[src/rtl/spi_master.sv]
// SPI initiator: one 8-bit full-duplex word per start, MSB first, sclk idles low.
// sclk half-period is CLK_DIV clk cycles; cpha selects which sclk edge samples miso.
module spi_master #(
  parameter int CLK_DIV = 2
) (
  input  logic       i_clk,
  input  logic       i_reset,
  input  logic       i_start,
  input  logic       i_cpha,
  input  logic [7:0] i_masterDataIN,
  input  logic       i_miso,
  output logic       o_sclk,
  output logic       o_mosi,
  output logic       o_cs,
  output logic [7:0] o_masterDataOUT,
  output logic       o_busy,
  output logic       o_done
);

  localparam int DW = (CLK_DIV > 1) ? $clog2(CLK_DIV) : 1;
  localparam logic [DW-1:0] DIV_LAST = DW'(CLK_DIV - 1);

  typedef enum logic [1:0] {
    S_IDLE  = 2'd0,
    S_SETUP = 2'd1,
    S_SHIFT = 2'd2,
    S_HOLD  = 2'd3
  } state_t;

  state_t        r_state;
  state_t        w_next;
  logic [DW-1:0] r_div;
  logic [4:0]    r_edge;
  logic [7:0]    r_tx;
  logic [7:0]    r_rx;
  logic          r_cpha;

  logic          w_tick;
  logic          w_accept;
  logic          w_edge;
  logic          w_rising;
  logic          w_sample;
  logic          w_update;
  logic [4:0]    w_k;

  // Half-period tick and per-edge sample/update decisions; w_k is the edge about to occur.
  always_comb begin
    w_tick   = (r_state != S_IDLE) && (r_div == DIV_LAST);
    w_accept = (r_state == S_IDLE) && i_start;
    w_edge   = w_tick && ((r_state == S_SETUP) || (r_state == S_SHIFT));
    w_k      = r_edge + 5'd1;
    w_rising = w_k[0];
    if (r_cpha) begin
      w_sample = w_edge && w_rising;
      w_update = w_edge && !w_rising && (w_k <= 5'd14);
    end else begin
      w_sample = w_edge && !w_rising;
      w_update = w_edge && w_rising && (w_k >= 5'd3);
    end
  end

  // State register.
  always_ff @(posedge i_clk or posedge i_reset) begin
    if (i_reset) begin
      r_state <= S_IDLE;
    end else begin
      r_state <= w_next;
    end
  end

  // Next-state logic.
  always_comb begin
    w_next = r_state;
    case (r_state)
      S_IDLE: begin
        if (i_start) w_next = S_SETUP;
        else         w_next = S_IDLE;
      end
      S_SETUP: begin
        if (w_tick) w_next = S_SHIFT;
        else        w_next = S_SETUP;
      end
      S_SHIFT: begin
        if (w_tick && (w_k == 5'd16)) w_next = S_HOLD;
        else                          w_next = S_SHIFT;
      end
      S_HOLD: begin
        if (w_tick) w_next = S_IDLE;
        else        w_next = S_HOLD;
      end
      default: w_next = S_IDLE;
    endcase
  end

  // Divider, shift registers and registered outputs.
  always_ff @(posedge i_clk or posedge i_reset) begin
    if (i_reset) begin
      r_div           <= '0;
      r_edge          <= 5'd0;
      r_tx            <= 8'h00;
      r_rx            <= 8'h00;
      r_cpha          <= 1'b0;
      o_sclk          <= 1'b0;
      o_mosi          <= 1'b0;
      o_cs            <= 1'b1;
      o_masterDataOUT <= 8'h00;
      o_busy          <= 1'b0;
      o_done          <= 1'b0;
    end else begin
      o_done <= 1'b0;
      if ((r_state == S_IDLE) || w_tick) begin
        r_div <= '0;
      end else begin
        r_div <= r_div + DW'(1);
      end
      if (w_accept) begin
        r_tx   <= i_masterDataIN;
        r_cpha <= i_cpha;
        r_rx   <= 8'h00;
        r_edge <= 5'd0;
        o_cs   <= 1'b0;
        o_mosi <= i_masterDataIN[7];
        o_busy <= 1'b1;
      end
      if (w_edge) begin
        o_sclk <= ~o_sclk;
        r_edge <= w_k;
      end
      // miso is taken as registered on the toggling edge, i.e. before sclk changes.
      if (w_sample) begin
        r_rx <= {r_rx[6:0], i_miso};
      end
      if (w_update) begin
        r_tx   <= {r_tx[6:0], 1'b0};
        o_mosi <= r_tx[6];
      end
      if ((r_state == S_HOLD) && w_tick) begin
        o_cs            <= 1'b1;
        o_masterDataOUT <= r_rx;
        o_done          <= 1'b1;
        o_busy          <= 1'b0;
        r_edge          <= 5'd0;
      end
    end
  end

endmodule

[config.mk]
export PLATFORM = sky130hd
export DESIGN_NAME = spi_master
export DESIGN_NICKNAME = d
export VERILOG_FILES = /design/src/rtl/spi_master.sv
export SDC_FILE = /design/constraint.sdc
export NUM_CORES = 1
export LEC_CHECK = 0
export ABC_AREA = 1
export CORE_ASPECT_RATIO = 0.5
export CORE_MARGIN = 5
export CORE_UTILIZATION = 54
export CTS_BUF_LIST = sky130_fd_sc_hd__clkbuf_16
export CTS_CLUSTER_SIZE = 14
export DETAILED_ROUTE_END_ITERATION = 10
export PLACE_DENSITY = 0.79
export SETUP_SLACK_MARGIN = 0.4
export SYNTH_ARGS = -nofsm -noshare
export SYNTH_HDL_FRONTEND = slang
export SYNTH_SLANG_ARGS = --single-unit
export TNS_END_PERCENT = 100
[constraint.sdc]
create_clock -name i_clk -period 1.8 [get_ports i_clk]
set_input_delay 0.36 -clock i_clk [delete_from_list [all_inputs] [get_ports i_clk]]
set_output_delay 0.36 -clock i_clk [all_outputs]
set_load 0.005 [all_outputs]
Word level (Yosys, flattened, before mapping)
Cells that the tools add are included.
{"block": "word_totals", "register_bits": 37, "in_bits": 13, "output_inout_bits": 13, "wordCells": 61}
{"block": "classes", "addsub": 2, "n_lt_le_gt_ge": 2, "n_eq_ne": 4, "muxes": 22, "bitwise_logic": 1, "n_reduce_logical": 18}
{"op": "8-bit 2-to-1 mux", "count": 2}
{"op": "5-bit 2-to-1 mux", "count": 3}
{"op": "7-bit 2-to-1 mux", "count": 2}
{"op": "1-bit 2-to-1 mux", "count": 12}
{"op": "1-bit logical AND", "count": 9}
{"op": "2-bit one-hot mux with 4 select lines", "count": 1}
{"op": "2-bit nonzero test", "count": 4}
{"op": "5-bit by 1-bit adder with 5-bit output (second input constant)", "count": 1}
{"op": "5-bit equality test (second input constant)", "count": 1}
{"op": "5-bit by 2-bit >= comparator with 1-bit output (second input constant)", "count": 1}
{"op": "5-bit by 4-bit less-or-equal comparator with 1-bit output (second input constant)", "count": 1}
{"op": "2-bit equality test (second input constant)", "count": 2}
{"op": "2-bit 2-to-1 mux", "count": 2}
{"op": "3-bit nonzero test", "count": 1}
{"op": "2-bit by 1-bit equality test with 1-bit output (second input constant)", "count": 1}
{"op": "2-bit zero test", "count": 1}
{"op": "1-bit logical OR", "count": 2}
{"op": "1-bit adder (second input constant)", "count": 1}
{"op": "1-bit zero test", "count": 1}
{"op": "1-bit NOT", "count": 1}

Depth between registers and ports, before layout
{"block": "depth", "word_depth": 7, "depth_mapped": 12, "depth_no_buf": 12}

Worst setup path after synthesis
OpenSTA, ideal clock, no wires.
{"block": "synth_path", "path_type": "reg2reg", "startpoint": "register r_state[0]", "endpoint": "register o_mosi", "setup_ps": 117, "t_arrival_ps": 1482, "required_ps": 1683, "slack_ps": 201, "stages_incl_launch_ff": 12, "path_buffers": 1, "period_less_slack_ps": 1599, "path_cell_list": "dfrtp_1 > inv_1 > ha_1 > inv_2 > nand2_4 > nor2_8 > nand3_1 > nor2_2 > nand2_4 > buf_12 > nand4_1 > nand2_1"}
{"block": "synth_between", "elab_chain_len": 7, "elab_cells_between_ends": 15, "cone_classes": "2 x eq/ne; 2 x mux; 11 x reduce/logical"}
{"element": "start, declared", "line": "30", "text": "state_t r_state;"}
{"element": "start signal, assigned", "line": "67", "text": "r_state <= w_next;"}
{"element": "2-bit by 1-bit equality test with 1-bit output (tied with other cells)", "line": "50", "text": "w_edge = w_tick && ((r_state == S_SETUP) || (r_state == S_SHIFT));"}
{"element": "1-bit logical OR or 1-bit logical AND (tied branches)", "line": "50, 48"}
{"element": "1-bit logical AND", "line": "50"}
{"element": "1-bit logical AND (on tied branches) (2 in a row)", "line": "58, 55"}
{"element": "1-bit 2-to-1 mux", "line": "53", "text": "if (r_cpha) begin"}
{"element": "1-bit 2-to-1 mux or 2-bit nonzero test (tied branches)"}
{"element": "end signal, assigned", "line": "122", "text": "o_mosi <= i_masterDataIN[7];"}
{"element": "end signal, assigned", "line": "135", "text": "o_mosi <= r_tx[6];"}
{"element": "end, declared", "line": "13", "text": "output logic o_mosi,"}
Parallel ways exist; a longest one is shown, timed or not.
A chain may end at the register's enable or synchronous reset.

Worst setup path in the final report
{"block": "layout_path", "startpoint": "register r_state[1]", "endpoint": "register r_tx[2]"}
{"block": "layout_between", "elab_chain_len": 7, "elab_cells_between_ends": 15, "cone_classes": "2 x eq/ne; 2 x mux; 11 x reduce/logical"}
{"element": "2-bit by 1-bit equality test with 1-bit output (tied with other cells)", "line": "50"}
{"element": "1-bit logical OR or 1-bit logical AND (tied branches)", "line": "50, 48"}
{"element": "1-bit logical AND", "line": "50"}
{"element": "1-bit logical AND (on tied branches) (2 in a row)", "line": "58, 55"}
{"element": "1-bit 2-to-1 mux", "line": "53"}
{"element": "7-bit 2-to-1 mux or 2-bit nonzero test (tied branches)"}
{"element": "end signal, assigned", "line": "117", "text": "r_tx <= i_masterDataIN;"}
{"element": "end signal, assigned", "line": "134", "text": "r_tx <= {r_tx[6:0], 1'b0};"}
{"element": "end, declared", "line": "34", "text": "logic [7:0] r_tx;"}
Parallel ways exist; a longest one is shown, timed or not.

==> metrics.txt <==
status finished with violations; failing checks negative setup slack; skew final roughly 0.004 ns; number of global-route vias before repair between 1,500 and 2,000; Final Instance Count excl. Fillers 315; DIE WIDTH 93.0 µm; diode count 0; synth cell count leaders nand2_1, dfrtp_1, inv_1, nand3_1; Mapped Area 1860 µm²; Power Density about 1400 nW/µm²; RSZ-0062 raised after global routing yes; Top delay family on crit path simple AND/OR/NAND/NOR gates; final worst slack -0.0696 ns; CP peak stage delay 0.39 ns; Initial DRC Count around 180; Power, Total about 4.3 mW; DRC violations left 0; I/O pins 26; H-tree Lvls 2; Worst setup SP type register; R2R cell count 12; setup violators final 4; TritonCTS buffer count 5; Crit Path Class register to register; Final #Nets 293; dpl hpwl between 2 and 3 mm; relative slew slack 74.5%; Tot GR Track Use 21.6%; Tightest Pin Transition between 0.3 and 0.4 ns; Post-synth EDFFs 0; vias 1,909; Post-DRT Antenna Nets 0; post-DR wirelength/cell between 20 and 25 µm; syn nets between 200 and 250; worst path cell trace inv_2 -> ha_4 -> inv_4 -> nand2_8 -> nor2_8 -> nand3_4 -> nor2_4 -> nand2_8 -> nand2_8 -> nand2_1 -> nand2_1 -> nand2_1; Max Cap Violations 0; Port Buffers 25; Worst path slowest cell dfrtp_1; Critical Path RT around 2.0 ns; clk buf depth 2; vias per inst roughly 6; top post-synthesis cells by area dfrtp_1, nand2_1, inv_1, ha_1, nand3_1; latest clock arrival within the worst-skew pair approximately 0.28 ns; synthesized flop and latch total 37; 1st-pass router iterations 5; Layout area overhead 61.1%; total gr overflow 0; FFs w/ async S/R, synth 100%; Static Leak about 1.4 nW; worst min-delay path class input pin to asynchronous set/reset pin; count of final hold-check violations 0; Final Cycle Share 104%; Most used DFF post-synth dfrtp_1; setup TNS -0.129 ns; area share of the largest cell type after synthesis 48.5%; post-layout min period around 1.9 ns; gpl congestion 0.810; largest net degree at the start of global routing 38; CTS tree yes; # hold bufs at CTS 0; starting density of the core a little under three fifths; clock sinks 37; Cell Rows 15; critical path arrival roughly 2 ns; first-pass GRT wire length 7.98 mm; wirelength, routed about 7 mm; Netlist cell types 26; Seq/Total Area, Yosys 49.9%; Place WS between 0.0009 and 0.001 ns; Mapped Cells just over 200; crit path buf inv count 2; count of pins over their slew limit 0; synth warn 0; clock slew at reported path FFs around 0.06 ns; Worst Path Max Fanout 8; Placeable Area 3380 µm²; initial antenna violation count 0; largest area contributor in the netlist dfrtp_1; Max Fclk roughly 0.53 GHz; die area approximately 4800 µm²; Cells after DPL 274; Layout fillers 125; Crit path depth 12; share of cells above drive strength 1 a little over two fifths; Die Y between 50 and 60 µm; syn_area_per_cell ~9 µm²; critical path endpoint category register; most common cell in the synthesized netlist nand2_1; VDD IR max ~1100 µV; clk root buf clkbuf_16
[cells in the final DEF (no fill, tap or decap), drive strengths merged]
cell type,n
o21ai,14
ha,8
clkdlybuf4s50,12
bufinv,1
a21oi,3
inv,30
nand2,64
clkinvlp,3
dfrtp,36
o32ai,1
xor2,2
nand3,16
o22ai,9
nor2,10
clkbuf,8
nand4,9
dlygate4sd2,12
clkinv,2
buf,32
dfstp,1
[per-stage QoR]
step	area, µm²	utilization, %	hold slack, ns
after floorplan	1890	-	0.456
after global placement	2190	64.8	0.464
after detailed placement	2190	64.8	0.463
after CTS	2620	77.4	0.471
after global routing	2990	88.6	0.484
final	2990	88.6	0.485
[area by class of cell]
class                      instances  area, µm²  area share [%]
sequential                        37        931            31.1
tap                               42       52.6            1.76
inverter                          32        136            4.56
timing repair buffer              59        577            19.3
clock inverter                     3       41.3            1.38
multi-input combinational        136       1120            37.5
clock buffer                       5        125            4.18
timing repair inverter             1       7.51           0.251
[where the power goes]
group | leakage (nW) | switching [mW] | internal [mW] | total, mW
registers | 0.462 | 0.234 | 1.08 | 1.31
logic | 0.832 | 1.15 | 0.827 | 1.97
clock network | 0.0775 | 0.343 | 0.648 | 0.992
[kinds of logic after synthesis]
kind of cell,share of synthesized area [%]
buf+inv,8.69
xor+xnor,0.943
flops,49.9
compound gates,8.69
simple gates,26.4
fa+ha+maj,5.39
[what timing repair did]
item                       CTS  global route
gates resized for setup     43            54
setup endpoints to repair   45            34
setup buffers               14            13
pin swaps                   19            14
gates cloned                 2             4
[sequential cells by signal, summed over array words and instances (netlist names)]
name and flops:
o_cs 1, r_div 1, o_sclk 1, o_done 1, o_masterDataOUT 8, r_state 2, r_rx 8, r_cpha 1
o_busy 1, r_edge 5, o_mosi 1, r_tx 7
[final timing paths]
check / from / end / slack [ns]
min in group i_clk: o_busy$_DFFE_PP0P_ / o_busy$_DFFE_PP0P_ / 0.50
worst max-delay path: r_state[1]$_DFF_PP0_ / r_tx[2]$_DFFE_PP0P_ / -0.07
worst max register to register: r_state[1]$_DFF_PP0_ / r_tx[2]$_DFFE_PP0P_ / -0.07
worst min-delay path: i_reset / r_edge[2]$_DFFE_PP0P_ / 0.48
worst min register to register: o_busy$_DFFE_PP0P_ / o_busy$_DFFE_PP0P_ / 0.50
max in group asynchronous: i_reset / o_cs$_DFFE_PP1P_ / 1.06
[worst reg2reg max path: cells and delay by family (launching register included)]
family	cells	cell delay (ns)
buffers and inverters	2	0.14
adders and majority gates	1	0.17
and+or+nand+nor	9	1.03
DFF	1	0.39
[routing by layer]
layer	vias to the layer above	share of wire (%)	wire, µm	GRT usage, %
met4	0	4.0	279	6.33
li1	808	-	-	-
met2	143	45	3130	36.9
met1	921	41	2830	28.1
met3	37	9.8	682	4.26
met5	-	0	0	0
Note: power is estimated with default switching activity, not from simulation.
